--- src/rtl/sdram_pkg.sv ---
// Shared definitions for the SDRAM power-up initialisation sequencer.
package sdram_pkg;

   localparam int ADDR_W = 13;
   localparam int BA_W   = 2;

   // Command encodings as {cs_n, ras_n, cas_n, we_n}
   typedef logic [3:0] cmd_t;
   localparam cmd_t CMD_INHIBIT   = 4'b1111;
   localparam cmd_t CMD_PRECHARGE = 4'b0010;
   localparam cmd_t CMD_REFRESH   = 4'b0001;
   localparam cmd_t CMD_LOAD_MODE = 4'b0000;

   typedef enum logic [2:0] {
      PWR_WAIT,
      PRECHARGE,
      TRP_WAIT,
      REFRESH,
      TRFC_WAIT,
      LMR,
      TMRD_WAIT,
      DONE
   } state_t;

endpackage

--- src/rtl/sdram_cyc_timer.sv ---
// Loadable 16-bit down-counter used for the command spacing waits.
// It stops at zero and never wraps; zero_o flags an expired wait.
module sdram_cyc_timer (
   input  logic        clk_i,
   input  logic        rst_ni,
   input  logic        load_i,
   input  logic [15:0] load_val_i,
   output logic        zero_o
);

   logic [15:0] cnt_q;
   logic [15:0] cnt_d;

   // Load takes priority; otherwise count down until zero and hold there.
   always_comb begin
      cnt_d = cnt_q;
      if (load_i) begin
         cnt_d = load_val_i;
      end else if (cnt_q != 16'd0) begin
         cnt_d = cnt_q - 16'd1;
      end
   end

   // Counter register, cleared by the asynchronous reset.
   always_ff @(posedge clk_i or negedge rst_ni) begin
      if (!rst_ni) begin
         cnt_q <= '0;
      end else begin
         cnt_q <= cnt_d;
      end
   end

   assign zero_o = (cnt_q == 16'd0);

endmodule

--- src/rtl/sdram_init_seq.sv ---
// SDRAM initialisation sequencer: power-up wait, PRECHARGE ALL, a burst of
// AUTO REFRESH commands, LOAD MODE, then holds init_done until reset or reinit.
// Outputs are registered from the next state, so the value seen after an edge
// always belongs to the state entered on that edge.
module sdram_init_seq
   import sdram_pkg::*;
#(
   parameter int PWR_UP_CYC = 2,
   parameter int TRP_CYC    = 3,
   parameter int TRFC_CYC   = 8,
   parameter int NUM_REF    = 8,
   parameter int TMRD_CYC   = 2
) (
   input  logic              sdram_clk,
   input  logic              sdram_resetn,
   input  logic [ADDR_W-1:0] cfg_mode_reg,
   input  logic              cfg_reinit,
   output logic              sdr_cke,
   output logic              sdr_cs_n,
   output logic              sdr_ras_n,
   output logic              sdr_cas_n,
   output logic              sdr_we_n,
   output logic [ADDR_W-1:0] sdr_addr,
   output logic [BA_W-1:0]   sdr_ba,
   output logic              sdr_init_done
);

   // Timer load values are "remaining cycles after the first one in the state".
   localparam logic [15:0] PWR_LOAD  = 16'(PWR_UP_CYC - 1);
   localparam logic [15:0] TRP_LOAD  = (TRP_CYC  >= 2) ? 16'(TRP_CYC  - 2) : 16'd0;
   localparam logic [15:0] TRFC_LOAD = (TRFC_CYC >= 2) ? 16'(TRFC_CYC - 2) : 16'd0;
   localparam logic [15:0] TMRD_LOAD = (TMRD_CYC >= 2) ? 16'(TMRD_CYC - 2) : 16'd0;
   localparam logic [15:0] REF_LAST  = 16'(NUM_REF);

   state_t            state_q, state_d;
   logic [15:0]       ref_q, ref_d;
   logic              cke_q;
   cmd_t              cmd_q, cmd_d;
   logic [ADDR_W-1:0] addr_q, addr_d;
   logic [BA_W-1:0]   ba_q, ba_d;
   logic              done_q, done_d;
   logic              tmr_load;
   logic [15:0]       tmr_val;
   logic              tmr_zero;

   sdram_cyc_timer u_timer (
      .clk_i      (sdram_clk),
      .rst_ni     (sdram_resetn),
      .load_i     (tmr_load),
      .load_val_i (tmr_val),
      .zero_o     (tmr_zero)
   );

   // Next-state logic; cke_q low marks the first edge after reset, where the
   // power-up wait is armed so PWR_WAIT spans exactly PWR_UP_CYC output cycles.
   always_comb begin
      state_d  = state_q;
      tmr_load = 1'b0;
      tmr_val  = '0;
      ref_d    = ref_q;
      if (!cke_q) begin
         state_d  = PWR_WAIT;
         tmr_load = 1'b1;
         tmr_val  = PWR_LOAD;
      end else begin
         case (state_q)
            PWR_WAIT: begin
               if (tmr_zero) state_d = PRECHARGE;
            end
            PRECHARGE: begin
               if (TRP_CYC == 1) begin
                  state_d = REFRESH;
               end else begin
                  state_d  = TRP_WAIT;
                  tmr_load = 1'b1;
                  tmr_val  = TRP_LOAD;
               end
            end
            TRP_WAIT: begin
               if (tmr_zero) state_d = REFRESH;
            end
            REFRESH: begin
               if (TRFC_CYC != 1) begin
                  state_d  = TRFC_WAIT;
                  tmr_load = 1'b1;
                  tmr_val  = TRFC_LOAD;
               end else if (ref_q == REF_LAST) begin
                  state_d = LMR;
               end else begin
                  state_d = REFRESH;
               end
            end
            TRFC_WAIT: begin
               if (tmr_zero) state_d = (ref_q == REF_LAST) ? LMR : REFRESH;
            end
            LMR: begin
               if (TMRD_CYC == 1) begin
                  state_d = DONE;
               end else begin
                  state_d  = TMRD_WAIT;
                  tmr_load = 1'b1;
                  tmr_val  = TMRD_LOAD;
               end
            end
            TMRD_WAIT: begin
               if (tmr_zero) state_d = DONE;
            end
            DONE: begin
               if (cfg_reinit) state_d = PRECHARGE;
            end
            default: state_d = PWR_WAIT;
         endcase
      end
      if (state_d == REFRESH) begin
         ref_d = ref_q + 16'd1;
      end else if (state_d == PRECHARGE) begin
         ref_d = '0;
      end
   end

   // Output decode from the state being entered, so pins are registered.
   always_comb begin
      cmd_d  = CMD_INHIBIT;
      addr_d = '0;
      ba_d   = '0;
      done_d = (state_d == DONE);
      case (state_d)
         PRECHARGE: begin
            cmd_d      = CMD_PRECHARGE;
            addr_d[10] = 1'b1;
         end
         REFRESH: cmd_d = CMD_REFRESH;
         LMR: begin
            cmd_d  = CMD_LOAD_MODE;
            addr_d = cfg_mode_reg;
         end
         default: cmd_d = CMD_INHIBIT;
      endcase
   end

   // State, refresh count and output registers with asynchronous reset.
   always_ff @(posedge sdram_clk or negedge sdram_resetn) begin
      if (!sdram_resetn) begin
         state_q <= PWR_WAIT;
         ref_q   <= '0;
         cke_q   <= 1'b0;
         cmd_q   <= CMD_INHIBIT;
         addr_q  <= '0;
         ba_q    <= '0;
         done_q  <= 1'b0;
      end else begin
         state_q <= state_d;
         ref_q   <= ref_d;
         cke_q   <= 1'b1;
         cmd_q   <= cmd_d;
         addr_q  <= addr_d;
         ba_q    <= ba_d;
         done_q  <= done_d;
      end
   end

   assign sdr_cke       = cke_q;
   assign sdr_cs_n      = cmd_q[3];
   assign sdr_ras_n     = cmd_q[2];
   assign sdr_cas_n     = cmd_q[1];
   assign sdr_we_n      = cmd_q[0];
   assign sdr_addr      = addr_q;
   assign sdr_ba        = ba_q;
   assign sdr_init_done = done_q;

endmodule

--- config.mk ---
export PLATFORM = sky130hd
export DESIGN_NAME = sdram_init_seq
export DESIGN_NICKNAME = d
export VERILOG_FILES = /design/src/rtl/sdram_pkg.sv /design/src/rtl/sdram_cyc_timer.sv /design/src/rtl/sdram_init_seq.sv
export SDC_FILE = /design/constraint.sdc
export NUM_CORES = 1
export LEC_CHECK = 0
export ABC_AREA = 1
export BUFFER_PORTS_ARGS = -buffer_cell sky130_fd_sc_hd__buf_4
export CAP_MARGIN = 30
export CORE_MARGIN = 4
export CORE_UTILIZATION = 55
export CTS_CLUSTER_DIAMETER = 40
export DETAILED_ROUTE_END_ITERATION = 7
export PLACE_DENSITY = 0.79
export SLEW_MARGIN = 20
export SYNTH_ARGS = -nofsm -noshare
export SYNTH_HDL_FRONTEND = slang
export SYNTH_SLANG_ARGS = --single-unit
--- constraint.sdc ---
create_clock -name sdram_clk -period 3.1 [get_ports sdram_clk]
set_input_delay 0.31 -clock sdram_clk [delete_from_list [all_inputs] [get_ports sdram_clk]]
set_output_delay 0.31 -clock sdram_clk [all_outputs]
set_load 0.01 [all_outputs]
# Word level (Yosys, flattened, before mapping)
# Index checks and enable logic that the tools add are counted.
# Widths: inputs -> output; s select.
[op_classes]
n_addsub = 2
eq_ne = 12
muxes = 20
n_reduce_logical = 6
[op_table]
columns = ["op", "n"]
rows = [
  ["$mux 16", 4],
  ["$mux 3", 8],
  ["$pmux 3 s8", 1],
  ["$eq 3x3->1 const B", 6],
  ["$add 16x1->16 const B", 1],
  ["$eq 16x4->1 const B", 1],
  ["$logic_not 16->1", 1],
  ["$reduce_bool 16->1", 1],
  ["$sub 16x1->16 const B", 1],
  ["$pmux 4 s3", 1],
  ["$mux 10", 1],
  ["$eq 3x2->1 const B", 3],
  ["$eq 3x1->1 const B", 2],
  ["$pmux 3 s2", 1],
  ["$reduce_bool 2->1", 2],
  ["$logic_not 3->1", 1],
  ["$reduce_or 3->1", 1],
  ["$mux 1", 2],
  ["$mux 2", 1],
  ["$pmux 1 s2", 1],
]
[word_totals]
reg_bits = 54
in_bits = 16
output_inout_bits = 21
wordCells = 47

# Longest topological paths before layout
[depth]
depth_word = 8
ltp_mapped = 15
depth_no_buf = 14

# Modules after synthesis
# From an unflattened synthesis, not the netlist that was laid out.
[unflattened]
hier_cells = 413
hier_area_um2 = 3164.3
[modules_own_cells]
columns = ["module", "n_inst", "cells_each", "area_per_inst_um2", "seq_area_each_um2"]
rows = [
  ["sdram_init_seq", 1, 246, 1979.4, 929.6],
  ["sdram_cyc_timer", 1, 167, 1184.9, 400.4],
]

# Least setup slack after synthesis
# Ideal clock, no wire load.
[synth_timing]
path_kind = "flip-flop to flip-flop"
startpoint = "register u_timer.cnt_q[0]"
endpoint = "register ref_q[10]"
setup_time_ns = 0.118
arrival_time_ns = 1.768
t_required_ns = 2.982
setup_slack_ns = 1.214
stages_incl_launch_ff = 15
path_buffers = 1
synth_period_minus_slack_ns = 1.886
path_cell_list = "dfrtp_1 -> inv_1 -> ha_1 -> nand3_2 -> inv_1 -> nand2_1 -> nor2_4 -> nand2_1 -> nand2_1 -> nand2_4 -> nand2_4 -> nand3_4 -> buf_6 -> nand3_1 -> nand2_1"
[synth_between]
elab_chain_len = 6
elab_cells_between_ends = 11
classes_between = "2 x eq/ne; 7 x mux; 2 x reduce/logical"
[synth_rtl]
columns = ["element", "line", "text"]
rows = [
  ["start: declaration", "sdram_cyc_timer.sv:11", "logic [15:0] cnt_q;"],
  ["start signal: assignment", "sdram_cyc_timer.sv:29", "cnt_q <= cnt_d;"],
  ["$logic_not 16->1 *", "sdram_cyc_timer.sv:33", "assign zero_o = (cnt_q == 16'd0);"],
  ["$mux 3, on equally long branches", "--", ""],
  ["$pmux 3 s8 *", "sdram_init_seq.sv:66", "case (state_q)"],
  ["$mux 3 *", "sdram_init_seq.sv:61", "if (!cke_q) begin"],
  ["$eq 3x2->1 or $eq 3x1->1 (tied branches)", "sdram_init_seq.sv:114, sdram_init_seq.sv:116", ""],
  ["$mux 16 or $reduce_bool 2->1 (tied branches)", "--", ""],
  ["end signal: assignment", "sdram_init_seq.sv:153", "ref_q <= ref_d;"],
  ["end: declaration", "sdram_init_seq.sv:36", "logic [15:0] ref_q, ref_d;"],
]
# Every way passes the cells marked *; elsewhere a longest branch is shown, timed or not.
# A chain may end at the register's enable or synchronous reset.

# Final worst setup path
[layout_timing]
startpoint = "register u_timer.cnt_q[0]"
endpoint = "register ref_q[4]"
# The elaborated chain is that of the path after synthesis.

==> run_results.csv <==
group,metric,value,unit
status,outcome,"finished, final reports clean",
clocking,cts_setup_buffers,0,
yosys,async_reset_ff_share,100.0,%
global_routing,gr-total-overflow,0,
clocking,cts_hold_buf,0,
worst_setup_path,worst_path_largest_cell_delay,0.42,ns
clocking,cts.htree.levels,2,
sta,finalSetupTns,0,ns
layout,finish.instance_area,3342,sq um
place,placed_area,3226,sq um
clocking,clk_pin_slew,0.09,ns
drt,avgRoutedWirePerCell,11.86,um
global_routing,grt_max_degree,54,
yosys,synth_cell_types,37,
yosys,yosysWarnings,0,
layout,final_nets,422,
floorplanning,rows,26,
clocking,clock-root-buffer,"clkbuf_8",
place,routabilityCongestion,0.8968,
sta,fmax,438.9,MHz
drt,vias,2390,
clocking,clk_latency,0.29,ns
yosys,synth.most_common_cell,"nand2_1",
global_routing,grt_pass1_wl,10.45,mm
layout,fill_cells,424,
clocking,cts_buffers,5,
floorplanning,coreArea,5172,sq um
worst_setup_path,rr_endpoint,"ref_q[4]$_DFFE_PN0P_",
yosys,syn_inst,370,
worst_setup_path,reg2regPathDepth,11,
global_routing,antenna_found_initial,0,
worst_setup_path,worstSetupEndpointType,"flip-flop",
sta,min_period,2.278,ns
worst_setup_path,crit_buf_inv,2,
yosys,yosysTopAreaCellShare,42.30,%
worst_setup_path,r2r_start,"u_timer.cnt_q[0]$_DFFE_PN0P_",
yosys,ys_ff_latch,53,
worst_setup_path,slowest_stage,"dfrtp_1",
floorplanning,initial_core_util,57.18,%
floorplanning,die_area,6615,sq um
layout,areaGrowthSynthToFinish,12.99,%
pwr,p_per_area,738.9,nW/um^2
global_routing,track_usage,19.86,%
yosys,synthTopCellsByArea,"dfrtp_1, nand2_1, inv_1",
worst_setup_path,required,3.28,ns
drt,wl,5.624,mm
sta,slew_headroom,55.37,%
clocking,cts_resized,0,
pwr,leakage,0.001842,uW
yosys,syn-cell-area,2958,sq um
worst_setup_path,cp_top_family,"simple AND/OR/NAND/NOR gates",
drt,viasPerCell,5.042,
sta,fin_crit_sh,73.49,%
sta,worstMarginPinSlew,0.6694,ns
clocking,cts_tree,"built",
layout,layout-drive-gt1-share,19.80,%
sta,finalSetupViolCount,0,
hold_path,min_path_type,"input pin to asynchronous set/reset pin",
sta,slew_violations,0,
floorplanning,die_x,81.34,um
drt,drcViolationCount,0,
layout,instances_no_fill,474,
worst_setup_path,critPathKind,"flip-flop to flip-flop",
drt,postRouteAntennaNets,0,
global_routing,grt_pass1_vias,2398,
flow_run,maxCapViolCount,0,
clocking,clock_sinks,53,
sta,rsz0062_at_grt,"no",
sta,finClkSkew,0.005536,ns
yosys,synth.avg_cell_area,7.994,sq um
yosys,yosysTopAreaCell,"dfrtp_1",
worst_setup_path,worstPathArrival,2.46,ns
worst_setup_path,cp_cell_sequence,"inv_1, ha_1, nand3_2, inv_1, nand2_1, nor2_4, nand2_1, a21boi_2, nand4_2, nand3_1, nand2_1",
drt,first_iter_violations,153,
yosys,ys_seq_area_share,44.97,%
yosys,synth_ff_type,"dfrtp_1",
clocking,cts_buffer_depth,2,
yosys,ys_top_cells_by_count,"nand2_1, inv_1, dfrtp_1",
pwr,max-vdd-ir-drop,0.0004386,V
worst_setup_path,r2r_slack,0.82,ns
floorplanning,pin_count,37,
sta,hold_viol,0,
yosys,synth_edf_count,0,
worst_setup_path,path_max_fanout,16,
worst_setup_path,cp_common_cell,"nand2_1",
place,hpwl,4.159,mm
worst_setup_path,cp-start-kind,"flip-flop",
floorplanning,die_h,81.34,um
place,io_buffers,34,
layout,n_antenna_cell,0,
drt,first_pass_iters,4,
pwr,p_total,2469,uW
place,dp.cells,466,
==> final cells by class <==
class / count / area, sq um / share of cell area (%)
inverter: 60 / 225.2 / 6.739
multi-input combinational: 248 / 1320 / 39.50
sequential: 53 / 1330 / 39.80
clock inverter: 1 / 30.03 / 0.8985
clock buffer: 7 / 86.33 / 2.583
timing repair buffer: 35 / 262.8 / 7.862
tap: 70 / 87.58 / 2.621
==> registers in the layout (all words and copies together), names as in the netlist <==
name / flops
state_q: 3
sdr_addr: 13
sdr_cke: 1
sdr_init_done: 1
cmd_q: 3
u_timer.cnt_q: 16
ref_q: 16
==> cell usage in the layout, fill, tap and decap left out, types with 3 or more instances in the layout <==
| master | n |
|---|---|
| nand2_1 | 77 |
| inv_1 | 55 |
| dfrtp_1 | 50 |
| nor2_1 | 44 |
| nand3_1 | 35 |
| buf_4 | 35 |
| o21ai_0 | 17 |
| a21oi_1 | 11 |
| nor2_2 | 8 |
| nand4_1 | 6 |
| nor3_1 | 6 |
| clkbuf_8 | 6 |
| inv_2 | 5 |
| nand3_2 | 5 |
| xor2_1 | 5 |
| nand2_2 | 4 |
| nor4_1 | 3 |
| ha_1 | 3 |
| conb_1 | 3 |
| dfstp_2 | 3 |
==> power by group <==
part / internal (uW) / switching, uW
clock network: 264 / 216
registers: 822 / 109
logic: 358 / 700
==> how the worst max path moves through the flow <==
stage	startpoint	end	depth (start not counted)
floorplan	u_timer.cnt_q[0]$_DFFE_PN0P_	ref_q[10]$_DFFE_PN0P_	14
global placement	u_timer.cnt_q[0]$_DFFE_PN0P_	ref_q[1]$_DFFE_PN0P_	11
detailed placement	u_timer.cnt_q[0]$_DFFE_PN0P_	ref_q[4]$_DFFE_PN0P_	11
CTS	u_timer.cnt_q[0]$_DFFE_PN0P_	ref_q[4]$_DFFE_PN0P_	11
global route	u_timer.cnt_q[0]$_DFFE_PN0P_	ref_q[3]$_DFFE_PN0P_	11
finish	u_timer.cnt_q[0]$_DFFE_PN0P_	ref_q[4]$_DFFE_PN0P_	11
==> kinds of logic after synthesis <==
| family | count (synthesis) | share of synthesized area, % |
|---|---|---|
| buffers and inverters | 70 | 10.53 |
| xor gates and xnor gates | 7 | 2.073 |
| other | 2 | 0.2539 |
| AOI/OAI and AO/OA | 36 | 7.445 |
| adders and majority gates | 3 | 1.269 |
| and+or+nand+nor | 199 | 33.46 |
| DFF | 53 | 44.97 |
==> per-stage QoR <==
step                hold WS (ns)  utilization (%)  worst slack (ns)
CTS                      0.06703            64.61            0.8242
global placement          0.3871            62.36            0.9537
finish                   0.03693            64.61            0.8217
detailed placement        0.3934            62.36            0.8339
global route             0.08721            64.61            0.5845
floorplan                0.01441                -             1.214
==> per-layer routing <==
metal  vias to the layer above  GRT usage [%]  wire [um]
li1                       1224              -          -
met1                      1108          25.94       2555
met2                        54          32.65       2674
met3                         4          5.432        360
met4                         0          4.899         33
met5                         -              0          0
Note: power is estimated with default switching activity, not from simulation.
